### src/rtl/mult_sequencer_if.sv
// EX-side request/response bundle for the multi-cycle multiply sequencer.
interface mult_sequencer_if #(
  parameter int WIDTH = 16
);
  logic [5:0]       alu_control;
  logic             op_valid;
  logic [WIDTH-1:0] src_a;
  logic [WIDTH-1:0] src_b;
  logic             flush;
  logic             stall;
  logic             busy;
  logic             done;
  logic [WIDTH-1:0] result_hi;
  logic [WIDTH-1:0] result_lo;

  modport master (
    output alu_control, op_valid, src_a, src_b, flush,
    input  stall, busy, done, result_hi, result_lo
  );

  modport slave (
    input  alu_control, op_valid, src_a, src_b, flush,
    output stall, busy, done, result_hi, result_lo
  );
endinterface

### src/rtl/mult_sequencer.sv
// Radix-2 shift-add unsigned multiplier sequenced beside the EX-stage ALU.
// Latency: issue at T -> done pulse at T+WIDTH+1; HI/LO registered on DONE entry.
// Backpressure: stall held T..T+WIDTH so EX holds the MULT; flush aborts a run.
module mult_sequencer #(
  parameter int         WIDTH     = 16,
  parameter int         CTR_W     = 5,
  parameter logic [5:0] MULT_CODE = 6'b010110
) (
  input  logic           clk,
  input  logic           reset,
  mult_sequencer_if.slave bus
);

  typedef enum logic [1:0] {IDLE, RUN, DONE} state_t;

  localparam logic [CTR_W-1:0] LAST = CTR_W'(WIDTH - 1);

  state_t             state_q, state_d;
  logic [CTR_W-1:0]   cnt_q, cnt_d;
  logic [2*WIDTH-1:0] acc_q, acc_d;
  logic [WIDTH-1:0]   mcand_q, mcand_d;
  logic [WIDTH-1:0]   hi_q, hi_d;
  logic [WIDTH-1:0]   lo_q, lo_d;

  logic               issue;
  logic [WIDTH:0]     sum;
  logic [2*WIDTH:0]   wide;
  logic [2*WIDTH-1:0] step;

  always_ff @(posedge clk or posedge reset) begin
    if (reset) begin
      state_q <= IDLE;
      cnt_q   <= '0;
      acc_q   <= '0;
      mcand_q <= '0;
      hi_q    <= '0;
      lo_q    <= '0;
    end else begin
      state_q <= state_d;
      cnt_q   <= cnt_d;
      acc_q   <= acc_d;
      mcand_q <= mcand_d;
      hi_q    <= hi_d;
      lo_q    <= lo_d;
    end
  end

  always_comb begin
    issue = bus.op_valid && (bus.alu_control == MULT_CODE) && !bus.flush;

    // Carry out of the upper-half add is shifted back in as the new MSB.
    sum  = {1'b0, acc_q[2*WIDTH-1:WIDTH]} + (acc_q[0] ? {1'b0, mcand_q} : '0);
    wide = {sum, acc_q[WIDTH-1:0]};
    step = wide[2*WIDTH:1];

    state_d = state_q;
    cnt_d   = cnt_q;
    acc_d   = acc_q;
    mcand_d = mcand_q;
    hi_d    = hi_q;
    lo_d    = lo_q;

    case (state_q)
      IDLE: begin
        if (issue) begin
          mcand_d = bus.src_a;
          acc_d   = {{WIDTH{1'b0}}, bus.src_b};
          cnt_d   = '0;
          state_d = RUN;
        end
      end
      RUN: begin
        if (bus.flush) begin
          state_d = IDLE;
        end else begin
          acc_d = step;
          cnt_d = cnt_q + 1'b1;
          if (cnt_q == LAST) begin
            state_d = DONE;
            hi_d    = step[2*WIDTH-1:WIDTH];
            lo_d    = step[WIDTH-1:0];
          end
        end
      end
      DONE:    state_d = IDLE;
      default: state_d = IDLE;
    endcase
  end

  assign bus.stall     = (state_q == RUN) || ((state_q == IDLE) && issue);
  assign bus.busy      = (state_q == RUN);
  assign bus.done      = (state_q == DONE);
  assign bus.result_hi = hi_q;
  assign bus.result_lo = lo_q;

endmodule
### src/flat_wrapper.sv
// flat-port wrapper written by rule: the top's interface ports become plain ports
module mult_sequencer_flat 
#(
  parameter int         WIDTH     = 16,
  parameter int         CTR_W     = 5,
  parameter logic [5:0] MULT_CODE = 6'b010110
)
  (clk, reset, bus_alu_control, bus_op_valid, bus_src_a, bus_src_b, bus_flush, bus_stall, bus_busy, bus_done, bus_result_hi, bus_result_lo);
  mult_sequencer_if #(.WIDTH(WIDTH)) bus_i ();
  input  logic clk;
  input  logic reset;
  input wire logic [$bits(bus_i.alu_control)-1:0] bus_alu_control;
  input wire logic [$bits(bus_i.op_valid)-1:0] bus_op_valid;
  input wire logic [$bits(bus_i.src_a)-1:0] bus_src_a;
  input wire logic [$bits(bus_i.src_b)-1:0] bus_src_b;
  input wire logic [$bits(bus_i.flush)-1:0] bus_flush;
  output wire logic [$bits(bus_i.stall)-1:0] bus_stall;
  output wire logic [$bits(bus_i.busy)-1:0] bus_busy;
  output wire logic [$bits(bus_i.done)-1:0] bus_done;
  output wire logic [$bits(bus_i.result_hi)-1:0] bus_result_hi;
  output wire logic [$bits(bus_i.result_lo)-1:0] bus_result_lo;
  assign bus_i.alu_control = bus_alu_control;
  assign bus_i.op_valid = bus_op_valid;
  assign bus_i.src_a = bus_src_a;
  assign bus_i.src_b = bus_src_b;
  assign bus_i.flush = bus_flush;
  assign bus_stall = bus_i.stall;
  assign bus_busy = bus_i.busy;
  assign bus_done = bus_i.done;
  assign bus_result_hi = bus_i.result_hi;
  assign bus_result_lo = bus_i.result_lo;
  mult_sequencer #(.WIDTH(WIDTH), .CTR_W(CTR_W), .MULT_CODE(MULT_CODE)) u_core (.clk(clk), .reset(reset), .bus(bus_i));
endmodule
### config.mk
export PLATFORM = sky130hd
export DESIGN_NAME = mult_sequencer_flat
export DESIGN_NICKNAME = d
export VERILOG_FILES = /design/src/rtl/mult_sequencer_if.sv /design/src/rtl/mult_sequencer.sv /design/src/flat_wrapper.sv
export SDC_FILE = /design/constraint.sdc
export NUM_CORES = 1
export LEC_CHECK = 0
export CORE_UTILIZATION = 52
export DETAILED_ROUTE_END_ITERATION = 8
export HOLD_SLACK_MARGIN = 0.06
export PLACE_DENSITY = 0.9
export SLEW_MARGIN = 20
export SYNTH_ARGS = -nofsm -noshare
export SYNTH_HDL_FRONTEND = slang
export SYNTH_SLANG_ARGS = --single-unit
### constraint.sdc
create_clock -name clk -period 3.7 [get_ports clk]
set_clock_uncertainty 0.15 [all_clocks]
set_input_delay 0.925 -clock clk [delete_from_list [all_inputs] [get_ports clk]]
set_output_delay 0.925 -clock clk [all_outputs]
set_load 0.02 [all_outputs]
Word-level counts from Yosys, hierarchy flattened
Index checks and enable logic that the tools add are counted. Widths: inputs -> output; s select.

Register bits: 87. Input port bits: 42.

Add/subtract/negate cells: 2. Equality and inequality tests: 7. Muxes and demuxes: 11. Bitwise logic cells: 1. Reduce and logical (&&, ||, !) cells: 11.

Operators with widths (count): $mux 32 (2); $pmux 32 s2 (1); $add 16x17->17 (1); $mux 16 (1); $mux 5 (2); $pmux 5 s2 (1); $eq 6x5->1 const B (1); $mux 2 (3); $reduce_and 3->1 (2); $add 5x1->5 const B (1); $eq 5x4->1 const B (1); $pmux 2 s2 (1); $reduce_and 2->1 (2); $logic_and 1x1->1 (3); $ne 3x2->1 const B (1); $eq 2x1->1 const B (1); $eq 2x2->1 const B (1); $logic_not 2->1 (1); $ne 2x1->1 const B (1); $ne 2x2->1 const B (1); $reduce_bool 2->1 (1); $logic_not 1->1 (1); $logic_or 1x1->1 (1); $not 1->1 (1).

Longest topological paths before layout
Word-level depth: 5. Depth in mapped cells: 10.

Least setup slack after synthesis
Ideal clock, no wire load.

Path type: input port to output port. Start: input bus_alu_control[3]. End: output bus_stall. Data arrival time: 1.915 ns. Path slack: 0.710 ns. Stages: 5. Cells stage by stage: nor4bb_1 -> and4_1 -> clkbuf_1 -> buf_2 -> or2_2.

Cells in the longest elaborated chain, start to end: 5.

Ends and longest elaborated chain: start, declared (line flat_wrapper.sv:12) `input wire logic [$bits(bus_i.alu_control)-1:0] bus_alu_control;`; $eq 6x5->1 (line mult_sequencer.sv:49) `issue = bus.op_valid && (bus.alu_control == MULT_CODE) && !bus.flush;`; $logic_and 1x1->1 (2 in series) (line mult_sequencer.sv:49); $logic_and 1x1->1 (line mult_sequencer.sv:90) `assign bus.stall = (state_q == RUN) || ((state_q == IDLE) && issue);`; $logic_or 1x1->1 (line mult_sequencer.sv:90); end, declared (line flat_wrapper.sv:17) `output wire logic [$bits(bus_i.stall)-1:0] bus_stall;`.

No other way between the ends.

Worst setup path in the final report
Start: input bus_flush. End: output bus_stall.

Cells in the longest elaborated chain, start to end: 4.

Ends and longest elaborated chain: start, declared (line flat_wrapper.sv:16) `input wire logic [$bits(bus_i.flush)-1:0] bus_flush;`; $logic_not 1->1 (line mult_sequencer.sv:49); $logic_and 1x1->1 (line mult_sequencer.sv:49); $logic_and 1x1->1 (line mult_sequencer.sv:90); $logic_or 1x1->1 (line mult_sequencer.sv:90).

No other way between the ends.

==> results.cfg <==
[timing]
post-route-period-util = 0.885
setup_viol = 0
hold_violations = 0
drv_slew = 0
layout_min_cycle_time_ns = 3.28
fmax_mhz = 305
rsz0062_at_grt = false
tightest_slew_ns = 0.928
slew_headroom = 0.380
holdWs_ns = 0.332
tns_ns = 0

[cells_and_area]
antennaDiodeCount = 0
fin_nets = 525
layout-drive-gt1-share = 0.141
syn2layout_area_growth_pct = 27.1

[global_route]
grt_pass1_wl_um = 15300
grt-ovfl-total = 0
grt_pass1_vias = 3261
grt_max_degree = 57
antenna_found_initial = 0
track_usage = 0.237

[pwr]
power.internal_uw = 1450
seq_power_share = 0.540
switching_share = 0.223
clkPwrFrac = 0.401
power_frac_comb = 0.059
p_per_area_mw_per_mm2 = 354
peakVddDrop_mv = 0.270
p_leak_uw = 0.00252
p_switching_uw = 416

[logic_synthesis]
syn_area_mm2 = 0.00414
synth_top_cell_area_share = 0.526
synth_area_per_cell_um2 = 10.7
synth_edf_count = 0
yosysTopAreaCell = dfrtp_1
ys.warnings.count = 0
yosysSeqAreaShare = 0.526
ys.flop_type = dfrtp_1
async_flop_share = 1.00
syn_inst = 386
ys_types = 39
syn-num-nets = 447
synth-seq-cells = 87
synthTopCellsByArea = dfrtp_1 53%, mux2_2 9.0%, nand2_1 6.9%

[clocking]
cts_buffer_depth = 2
cts_sinks = 87
cts_buffers = 9
clock_latency_ns = 0.35
cts_hold_buf = 0
path_clk_slew_ns = 0.09
cts_tree = yes
cts_root_buf = clkbuf_8
htree_levels = 3

[worst_setup_path]
cp_data_arrival_time_ns = 2.20
worst_path_max_delay_cell = clkdlybuf4s50_1
critPathTopFamily = buffers and inverters
path_buf_inv = 2
crit_chain = clkdlybuf4s50_1 > nor4_1 > and4_2 > or2_2 > dlymetal6s2s_1
cp-end-kind = output port
required_ns = 2.62
crit_type = in2out
worstSetupStartpointType = input port
worstPathMaxFanout = 3
critPathMaxStageDelay_ns = 0.50

[job]
maxCapViolCount = 0

[floorplanning]
dieArea_mm2 = 0.00831
initial_core_util = 0.535
fp.dieW_um = 91.2
core_area_mm2 = 0.00773
dieHeight_um = 91.2
io-pin-count = 77
row_count = 32

[route]
drtPass1Iterations = 4
ant_nets = 0
route.detailed.drc = 0
vias = 3163
vias_per_cell = 5.54
totalWireLength_um = 9180
first_iter_violations = 182
wl_per_cell_um = 16.1

[place]
globalplace.congestion = 0.859
dp_hpwl_um = 6460
io_buffers = 76

[min_path]
hold_class = reg2reg

[status]
status = complete, no violations
## worst reg2reg max path, delay by kind of cell, from the launching register on
family,cells,cell delay [ns]
AOI/OAI and AO/OA,5,1.09
adders and majority gates,2,0.64
DFF,1,0.58
xor gates and xnor gates,1,0.25
and+or+nand+nor,1,0.24
## layer usage
metal  vias up  part of all wire  GRT usage
met2       102              0.50      0.403
met3        25             0.059     0.0511
met1      1527              0.41      0.285
met4         0             0.027      0.116
met5         -                 0          0
li1       1509                 -          -
## through the flow
stage	utilization	power, uW	std cells	area (um^2)	worst slack, ns
after floorplan	-	1070	386	4140	0.375
after global placement	0.650	1130	555	5020	0.0818
after detailed placement	0.650	1130	555	5020	0.0570
after CTS	0.680	1880	571	5250	0.0536
after global routing	0.680	1920	571	5260	0.345
final	0.680	1860	571	5260	0.425
## final cells by class
class / instances / area [um^2]
flip-flops and latches: 87 / 2180
multi-input cells: 272 / 1850
clock inverters: 6 / 92.6
well taps: 102 / 128
repair buffers: 86 / 838
fillers: 565 / 2470
clock buffers: 10 / 138
inverters: 8 / 31.3
## kinds of logic after synthesis
| family | share of synthesized area |
|---|---|
| buf+inv | 0.0263 |
| xor+xnor | 0.0339 |
| compound gates | 0.143 |
| mux | 0.0899 |
| fa+ha+maj | 0.0593 |
| flops | 0.526 |
| simple gates | 0.121 |
## path summary, 6_finish.rpt
kind                                         start                       to  slack, ns  cells past startpoint
setup / recovery                         bus_flush                bus_stall       0.42                      5
hold / removal             u_core.bus.result_hi[8]  u_core.bus.result_hi[8]       0.33                      2
setup reg to reg                   u_core.acc_q[0]         u_core.acc_q[27]       0.61                      9
hold reg to reg            u_core.bus.result_hi[8]  u_core.bus.result_hi[8]       0.33                      2
max in group asynchronous                    reset          u_core.cnt_q[4]       1.76                      3
min in group asynchronous                    reset  u_core.bus.result_hi[2]       0.92                      2
## state kept, by name, summed over array words and instances (netlist names)
name and count:
u_core.cnt_q 5, u_core.mcand_q 16, u_core.acc_q 32, u_core.bus.result_hi 16, u_core.state_q 2, u_core.bus.result_lo 16
## cell usage after synthesis, types with 2 or more instances
library cell,n
a22oi_1,16
o21a_1,2
xor2_1,8
a211oi_1,3
mux2_2,33
ha_1,18
buf_2,6
and2_1,16
or2_2,2
and3_1,3
xnor2_1,8
o211ai_1,4
nor2b_1,2
o22ai_1,12
clkbuf_1,13
dfrtp_1,87
a31oi_1,3
nand2_1,76
nor2_1,7
o21ai_0,28
o21bai_1,2
a21oi_1,12
a21o_1,3
inv_1,7
## timing repair
item | 4_1_cts | 5_1_grt
endpoints found under the setup margin | 0 | 1
gates resized for setup | 0 | 1
buffers inserted | 0 | 0
## power groups by stage
stage                     clock network, uW  registers (uW)  logic (uW)
final                                   747            1010         111
after global routing                    792            1010         123
after CTS                               759            1000         113
after detailed placement                  0            1020         111
after global placement                    0            1020         104
after floorplan                           0            1010        52.2
## cell usage in the layout (no fill, tap or decap), types with 4 or more instances in the layout
cell	count
clkdlybuf4s50_1	75
ha_1	18
inv_1	6
a22oi_1	16
nor2_1	7
mux2_2	33
xnor2_1	8
o21ai_0	28
o211ai_1	4
nand2_1	76
a21oi_1	12
o22ai_1	12
xor2_1	8
dfrtp_1	87
clkbuf_8	10
buf_4	10
and2_1	16
(Power assumes the default switching activity.)
